File: src/rtl/trax_move_tx.sv
// Trax move serializer: renders a 22-bit move word as ASCII ("A1+\n") and sends it 8N1 over a UART line.
// Latency: start bit on tx the cycle after an accepted start; back-to-back bytes, done pulses as busy falls.
// Backpressure: start is sampled only while idle and ignored while busy; define TRAX_TX_PARITY_EN for 8E1 framing.
module trax_move_tx #(
   parameter int CLKS_PER_BIT = 434
) (
   input  logic        clk,
   input  logic        reset,
   input  logic [21:0] move,
   input  logic        start,
   output logic        busy,
   output logic        done,
   output logic        err,
   output logic        tx
);

   typedef enum logic [2:0] {
      S_IDLE,
      S_LOAD,
      S_START,
      S_DATA,
`ifdef TRAX_TX_PARITY_EN
      S_PARITY,
`endif
      S_STOP
   } state_t;

   localparam logic [15:0] BIT_LAST = 16'(CLKS_PER_BIT - 1);

   state_t      state;
   state_t      state_nxt;
   logic [15:0] clk_cnt;
   logic [2:0]  bit_idx;
   logic [2:0]  bytes_left;
   logic [39:0] char_buf;
   logic [7:0]  shift_reg;
   logic        bit_end;
`ifdef TRAX_TX_PARITY_EN
   logic        parity_bit;
`endif

   // move word fields and encoder results
   logic [1:0]  tile;
   logic [9:0]  col;
   logic [9:0]  row;
   logic        encodable;
   logic [6:0]  row1;
   logic [3:0]  tens;
   logic [6:0]  tens_x10;
   logic [6:0]  ones;
   logic [7:0]  tile_chr;
   logic [39:0] enc_buf;
   logic [2:0]  enc_last;

   assign tile      = move[21:20];
   assign col       = move[19:10];
   assign row       = move[9:0];
   assign encodable = (tile != 2'b00) && (col <= 10'd25) && (row <= 10'd98);
   assign row1      = row[6:0] + 7'd1;
   assign tens_x10  = {tens, 3'b000} + {2'b00, tens, 1'b0};
   assign ones      = row1 - tens_x10;
   assign bit_end   = (clk_cnt == BIT_LAST);

   // Tens digit by threshold compare so no divider is needed
   always_comb begin
      tens = 4'd0;
      if      (row1 >= 7'd90) tens = 4'd9;
      else if (row1 >= 7'd80) tens = 4'd8;
      else if (row1 >= 7'd70) tens = 4'd7;
      else if (row1 >= 7'd60) tens = 4'd6;
      else if (row1 >= 7'd50) tens = 4'd5;
      else if (row1 >= 7'd40) tens = 4'd4;
      else if (row1 >= 7'd30) tens = 4'd3;
      else if (row1 >= 7'd20) tens = 4'd2;
      else if (row1 >= 7'd10) tens = 4'd1;
   end

   // Assemble the character string, first byte in the low lane
   always_comb begin
      case (tile)
         2'b01:   tile_chr = 8'h2B;
         2'b10:   tile_chr = 8'h2F;
         default: tile_chr = 8'h5C;
      endcase
      if (tens == 4'd0) begin
         enc_buf  = {8'h00, 8'h0A, tile_chr, 8'h30 + {1'b0, ones}, 8'h41 + {3'b000, col[4:0]}};
         enc_last = 3'd3;
      end else begin
         enc_buf  = {8'h0A, tile_chr, 8'h30 + {1'b0, ones}, 8'h30 + {4'h0, tens},
                     8'h41 + {3'b000, col[4:0]}};
         enc_last = 3'd4;
      end
   end

   // State register; reset wins over everything, including start
   always_ff @(posedge clk) begin
      if (reset) state <= S_IDLE;
      else       state <= state_nxt;
   end

   // Next-state logic
   always_comb begin
      state_nxt = state;
      case (state)
         S_IDLE:  if (start && encodable) state_nxt = S_LOAD;
         S_LOAD:  state_nxt = S_START;
         S_START: if (bit_end) state_nxt = S_DATA;
         S_DATA: begin
            if (bit_end && bit_idx == 3'd7) begin
`ifdef TRAX_TX_PARITY_EN
               state_nxt = S_PARITY;
`else
               state_nxt = S_STOP;
`endif
            end
         end
`ifdef TRAX_TX_PARITY_EN
         S_PARITY: if (bit_end) state_nxt = S_STOP;
`endif
         S_STOP:  if (bit_end) state_nxt = (bytes_left == 3'd0) ? S_IDLE : S_LOAD;
         default: state_nxt = S_IDLE;
      endcase
   end

   // Datapath: latch string, bit timing, shifting, byte stepping, status pulses.
   // LOAD is the first cycle of the start bit, so the bit counter resumes at 1
   // and each byte costs exactly its bit times with no idle gap.
   always_ff @(posedge clk) begin
      if (reset) begin
         clk_cnt    <= 16'd0;
         bit_idx    <= 3'd0;
         bytes_left <= 3'd0;
         char_buf   <= 40'd0;
         shift_reg  <= 8'd0;
         done       <= 1'b0;
         err        <= 1'b0;
`ifdef TRAX_TX_PARITY_EN
         parity_bit <= 1'b0;
`endif
      end else begin
         done <= 1'b0;
         err  <= 1'b0;
         case (state)
            S_IDLE: begin
               clk_cnt <= 16'd0;
               if (start) begin
                  if (encodable) begin
                     char_buf   <= enc_buf;
                     bytes_left <= enc_last;
                  end else begin
                     err <= 1'b1;
                  end
               end
            end
            S_LOAD: begin
               shift_reg <= char_buf[7:0];
               clk_cnt   <= 16'd1;
               bit_idx   <= 3'd0;
`ifdef TRAX_TX_PARITY_EN
               parity_bit <= ^char_buf[7:0];
`endif
            end
            S_DATA: begin
               if (bit_end) begin
                  clk_cnt <= 16'd0;
                  if (bit_idx != 3'd7) begin
                     bit_idx   <= bit_idx + 3'd1;
                     shift_reg <= {1'b0, shift_reg[7:1]};
                  end
               end else begin
                  clk_cnt <= clk_cnt + 16'd1;
               end
            end
            S_STOP: begin
               if (bit_end) begin
                  clk_cnt <= 16'd0;
                  if (bytes_left == 3'd0) begin
                     done <= 1'b1;
                  end else begin
                     bytes_left <= bytes_left - 3'd1;
                     char_buf   <= {8'h00, char_buf[39:8]};
                  end
               end else begin
                  clk_cnt <= clk_cnt + 16'd1;
               end
            end
            default: begin
               clk_cnt <= bit_end ? 16'd0 : clk_cnt + 16'd1;
            end
         endcase
      end
   end

   // Line driver: idle/stop high, start low, data LSB first
   always_comb begin
      tx = 1'b1;
      case (state)
         S_LOAD, S_START: tx = 1'b0;
         S_DATA:          tx = shift_reg[0];
`ifdef TRAX_TX_PARITY_EN
         S_PARITY:        tx = parity_bit;
`endif
         default:         tx = 1'b1;
      endcase
   end

   assign busy = (state != S_IDLE);

endmodule

File: config.mk
export PLATFORM = sky130hd
export DESIGN_NAME = trax_move_tx
export DESIGN_NICKNAME = d
export VERILOG_FILES = /design/src/rtl/trax_move_tx.sv
export SDC_FILE = /design/constraint.sdc
export NUM_CORES = 1
export LEC_CHECK = 0
export ABC_AREA = 0
export CELL_PAD_IN_SITES_DETAIL_PLACEMENT = 1
export CELL_PAD_IN_SITES_GLOBAL_PLACEMENT = 1
export CORE_MARGIN = 3
export CORE_UTILIZATION = 33
export DETAILED_ROUTE_END_ITERATION = 10
export GPL_TIMING_DRIVEN = 0
export PLACE_DENSITY_LB_ADDON = 0.1
export SLEW_MARGIN = 20
export SYNTH_ARGS = -nofsm -noshare
export SYNTH_HDL_FRONTEND = slang
export SYNTH_SLANG_ARGS = --single-unit
File: constraint.sdc
create_clock -name clk -period 4.7 [get_ports clk]
set_input_delay 0.94 -clock clk [delete_from_list [all_inputs] [get_ports clk]]
set_output_delay 0.94 -clock clk [all_outputs]
set_load 0.005 [all_outputs]
# After elaboration in Yosys (flattened, before gate mapping)
# Index checks and enable logic that the tools add are counted.
# classes
n_mux	39
addsub	9
n_lt_le_gt_ge	11
eq_ne	18
bitwise_logic	4
n_reduce_logical	17
# op_table
cell	count
2-to-1 mux 40 bit	4
one-hot mux 40 bit (2 select lines)	1
2-to-1 mux 3 bit	15
2-to-1 mux 36 bit	1
one-hot mux 16 bit (2 select lines)	1
greater-or-equal comparator 7 x 6 -> 1 bit, second input constant	3
greater-or-equal comparator 7 bit, second input constant	3
!= test 2 bit, second input constant	9
adder 16 x 1 -> 16 bit, second input constant	1
equality test 16 x 9 -> 1 bit, second input constant	1
2-to-1 mux 16 bit	1
2-to-1 mux 8 bit	2
one-hot mux 8 bit (2 select lines)	1
one-hot mux 3 bit (5 select lines)	1
greater-or-equal comparator 7 x 5 -> 1 bit, second input constant	2
one-hot mux 7 bit (2 select lines)	1
one-hot mux 3 bit (2 select lines)	2
less-or-equal comparator 10 x 5 -> 1 bit, second input constant	1
less-or-equal comparator 10 x 7 -> 1 bit, second input constant	1
adder 6 x 7 -> 8 bit, first input constant	1
adder 7 x 5 -> 8 bit, first input constant	1
2-to-1 mux 4 bit	2
adder 6 x 4 -> 7 bit, first input constant	1
adder 7 x 1 -> 7 bit, second input constant	1
other kinds (25)	41
# word_totals
regBits	75
out_inout_bits	4

# Longest topological paths before layout
# depth
depth_word	18
depth_mapped	20

# Worst setup path before layout
# Ideal clock, no wire load.
# synth_timing
path_kind	input port to flip-flop
start	input port move[0]
end	register char_buf[14]
setup_ns	0.136
required_time_ns	4.564
path_stages	18
path_slack_ns	0.046
arrival_ns	4.518
cell_sequence	ha_1 buf_2 nor3b_2 a31oi_1 a21boi_0 o32a_1 o311ai_2 fa_1 ha_1 a21boi_0 nor2_1 xnor2_1 inv_1 ha_1 xnor2_1 nor2_1 a221oi_1 nor3_1
# synth_via
elab_chain_len	18
word_cells_on_any_way	32
classes_between	5 x add/sub; 10 x order compare; 1 x eq/ne; 13 x mux; 3 x reduce/logical
# synth_rtl
item	line	text
from (decl)	9	input logic [21:0] move,
adder 7 x 1 -> 7 bit	59	assign row1 = row[6:0] + 7'd1;
greater-or-equal comparator 7 x 4 -> 1 bit	75	else if (row1 >= 7'd10) tens = 4'd1;
2-to-1 mux 1 bit	75	
2-to-1 mux 2 bit	74	else if (row1 >= 7'd20) tens = 4'd2;
2-to-1 mux 2 bit	73	else if (row1 >= 7'd30) tens = 4'd3;
2-to-1 mux 3 bit	72	else if (row1 >= 7'd40) tens = 4'd4;
2-to-1 mux 3 bit	71	else if (row1 >= 7'd50) tens = 4'd5;
2-to-1 mux 3 bit	70	else if (row1 >= 7'd60) tens = 4'd6;
(+2 left out)	-	
2-to-1 mux 4 bit	67	if (row1 >= 7'd90) tens = 4'd9;
adder 7 x 5 -> 7 bit	60	assign tens_x10 = {tens, 3'b000} + {2'b00, tens, 1'b0};
subtractor 7 bit	61	assign ones = row1 - tens_x10;
adder 6 x 7 -> 8 bit	86	enc_buf = {8'h00, 8'h0A, tile_chr, 8'h30 + {1'b0, ones}, 8'h41 + {3'b000, col[4:0]}};
2-to-1 mux 36 bit	85	if (tens == 4'd0) begin
2-to-1 mux 40 bit	147	if (encodable) begin
2-to-1 mux 40 bit	146	if (start) begin
one-hot mux 40 bit (2 select lines)	143	case (state)
to (signal assigned)	148	char_buf <= enc_buf;
to (signal assigned)	181	char_buf <= {8'h00, char_buf[39:8]};
to (decl)	35	logic [39:0] char_buf;
# Several ways; a longest one is shown, not always the timed one. The select of a mux whose other input is x is not followed.
# A chain may end at the register's enable or synchronous reset.

# Final worst setup path
# layout_timing
start	input port move[3]
end	register char_buf[14]
# Same word-level chain as after synthesis.

==> results_dict.tcl <==
set metrics [dict create \
    hold_viol 0 \
    start_util 0.340 \
    cts_buffers 9 \
    area_delta_synth_final_pct 24.6 \
    clk_latency_ns 0.34 \
    worst_path_max_delay_cell "clkdlybuf4s50_1" \
    cts_tree "done" \
    clock_sinks 65 \
    max_slew_margin 0.506 \
    p_int_mw 1.27 \
    hold_class "register to register" \
    synth_seq_cells 65 \
    criticalPathCategory "input pin to register" \
    swShare 0.287 \
    p_sw_uw 510 \
    p_per_area_nw_per_um2 347 \
    ys_seq_area_frac 0.316 \
    die_y_um 118 \
    syn_area_um2 4110 \
    wl_per_cell_um 17.7 \
    cpLargestDelayFamily "adder cells" \
    port_buffers 25 \
    worstPathCellList "clkdlybuf4s50_1, buf_6, nand3_1, xnor2_2, or2_2, nand3_1, o31a_1, fa_1, ha_4, a21boi_2, nor2_2, xnor2_2, inv_1, ha_1, xnor2_2, nor2_1, a221oi_2, nor3_1" \
    drive_gt1_frac 0.140 \
    crit_buf_inv 3 \
    place_ws_ns -1.59 \
    setup_ws_ns 0.204 \
    fin_skew_ns 0.00643 \
    synth_top_cell_area_share 0.316 \
    cts_buffer_depth 2 \
    drt_wl_total_mm 13.0 \
    p_seq_frac 0.315 \
    layout_min_cycle_time_ns 4.50 \
    power_frac_comb 0.267 \
    crit_path_end_kind "register" \
    cp.required_ns 4.88 \
    mostFrequentLayoutCell "nor2_1" \
    gp_congestion 0.790 \
    ant_nets 0 \
    period_share 0.957 \
    async_flop_share 0 \
    power_leakage_nw 1.86 \
    slowest_delay_ns 0.51 \
    clkSlewWorstSetupHoldPaths_ns 0.06 \
    synthesis.nets 564 \
    path_max_fanout 10 \
    drt-vias-per-instance 5.29 \
    die_x_um 118 \
    maxCapViolations 0 \
    grt.overflow.total 0 \
    htree_levels 3 \
    grt.total_usage 0.190 \
    route.detailed.drc 0 \
    drv_slew 0 \
    synth_cell_types 73 \
    vias 3875 \
    synth_area_leaders "dfxtp_1 32%, nor2_1 6.2%, ha_1 6.1%" \
    antenna_cells 0 \
    synthFlopType "dfxtp_1" \
    worst_slew_pin_slew_ns 0.741 \
    drt_iter0_markers 171 \
    place_area_um2 4570 \
    antenna_found_initial 0 \
    rows 40 \
    synth_cells 517 \
    dieArea_um2 13800 \
    syn_area_per_cell_um2 7.95 \
    status "complete, no violations" \
    postCtsHoldBufs 0 \
    yosysWarnings 0 \
    place_hpwl_mm 9.45 \
    grt_max_degree 12 \
    core_um2 12100 \
    synth_edf_count 0 \
    timing.fmax_ghz 0.222 \
    clockRootBuffer "clkbuf_16" \
    dr.pass1.iters 4 \
    whs_ns 0.455 \
    fin_area_um2 5130 \
    fin_nets 607 \
    setup_viol 0 \
    crit_path_start_kind "input pin" \
    grt_pass1_vias 4014 \
    grt_first_pass_wirelength_mm 21.4 \
    io_pins 29 \
    cp.arrival_ns 4.68 \
    largest_reg_flops 30 \
    critPathMostFrequentCell "xnor2_2" \
    yosysTopAreaCell "dfxtp_1" \
    final_cell_mix "67 x nor2_1, 65 x dfxtp_1, 52 x nand2_1, 43 x a21oi_1, 28 x inv_1" \
    power_mw 1.78 \
    ir_worst_vdd_uv 188 \
    p_clk_frac 0.419 \
]
per-stage QoR:
step	setup TNS [ns]	cells	utilization
after CTS	0	729	0.418
final	0	733	0.423
after detailed placement	-10.39	710	0.378
after floorplan	0	517	-
after global placement	-9.04	710	0.378
after global routing	-0.0311	733	0.423
path summary, 6_finish.rpt:
| path | startpoint | endpoint | slack [ns] | cells past startpoint |
|---|---|---|---|---|
| setup reg to reg | clk_cnt[9]$_SDFF_PP0_ | char_buf[30]$_SDFFE_PP0P_ | 2.05 | 7 |
| setup / recovery | move[3] | char_buf[14]$_SDFFE_PP0P_ | 0.20 | 18 |
| hold reg to reg | char_buf[11]$_SDFFE_PP0P_ | char_buf[11]$_SDFFE_PP0P_ | 0.45 | 2 |
| hold / removal | char_buf[11]$_SDFFE_PP0P_ | char_buf[11]$_SDFFE_PP0P_ | 0.45 | 2 |
layout make-up:
cell class	instances	area, um^2
Fill cell	1473	6990
Multi-Input combinational cell	392	2700
Sequential cell	65	1300
Timing Repair Buffer	32	297
Clock buffer	12	256
Tap cell	168	210
Buffer	32	178
Inverter	28	105
Clock inverter	4	75.1
worst register-to-register path, delay by kind of cell, from the launching register on:
family                 cells  cell delay, ns
buffers and inverters      1            0.32
and+or+nand+nor            4            1.50
DFF                        1            0.34
AOI/OAI and AO/OA          2            0.37
metal layers:
layer | GRT usage | share of wire | vias to the layer above
met5 | 0 | 0 | -
li1 | - | - | 1926
met1 | 0.230 | 0.45 | 1901
met3 | 0.0178 | 0.014 | 14
met2 | 0.354 | 0.52 | 34
met4 | 0.0615 | 0.016 | 0
power by group through the flow:
stage          Sequential (mW)  Combinational [mW]  Clock [mW]
2_1_floorplan            0.570               0.266           0
3_3_place_gp             0.571               0.371           0
3_5_place_dp             0.571               0.386           0
4_1_cts                  0.560               0.432       0.754
5_1_grt                  0.560               0.528       0.780
6_report                 0.560               0.474       0.745
logic make-up (layout without fill, tap and decap cells):
kind of cell / after synthesis / after routing / share of synthesized area
AO/OA/AOI/OAI: 123 / 123 / 0.222
XOR/XNOR: 27 / 27 / 0.0575
adder cells (fa/ha/maj): 22 / 22 / 0.0706
buffers and inverters: 60 / 108 / 0.0657
flip-flops: 65 / 65 / 0.316
multiplexers: 5 / 5 / 0.0125
AND/OR/NAND/NOR: 215 / 215 / 0.256
synth_stat cells, types with 4 or more instances:
cell type / n
a21oi_1: 43
a311oi_1: 4
a31oi_1: 5
and2_1: 5
and3_1: 8
buf_2: 8
buf_6: 4
clkbuf_1: 17
dfxtp_1: 65
ha_1: 20
inv_1: 28
mux2i_1: 4
nand2_1: 53
nand3_1: 27
nand3b_1: 5
nand4_1: 5
nor2_1: 68
nor3_1: 14
o211ai_1: 14
o21ai_0: 9
or3_1: 7
xnor2_1: 13
xor2_1: 14
what timing repair did:
| action | 4_1_cts | 5_1_grt |
|---|---|---|
| setup endpoints to repair | 10 | 5 |
| pin swaps | 5 | 4 |
| gates resized for setup | 34 | 9 |
| hold endpoints to repair | 0 | 0 |
| buffers inserted | 3 | 4 |
(Power assumes the default switching activity.)
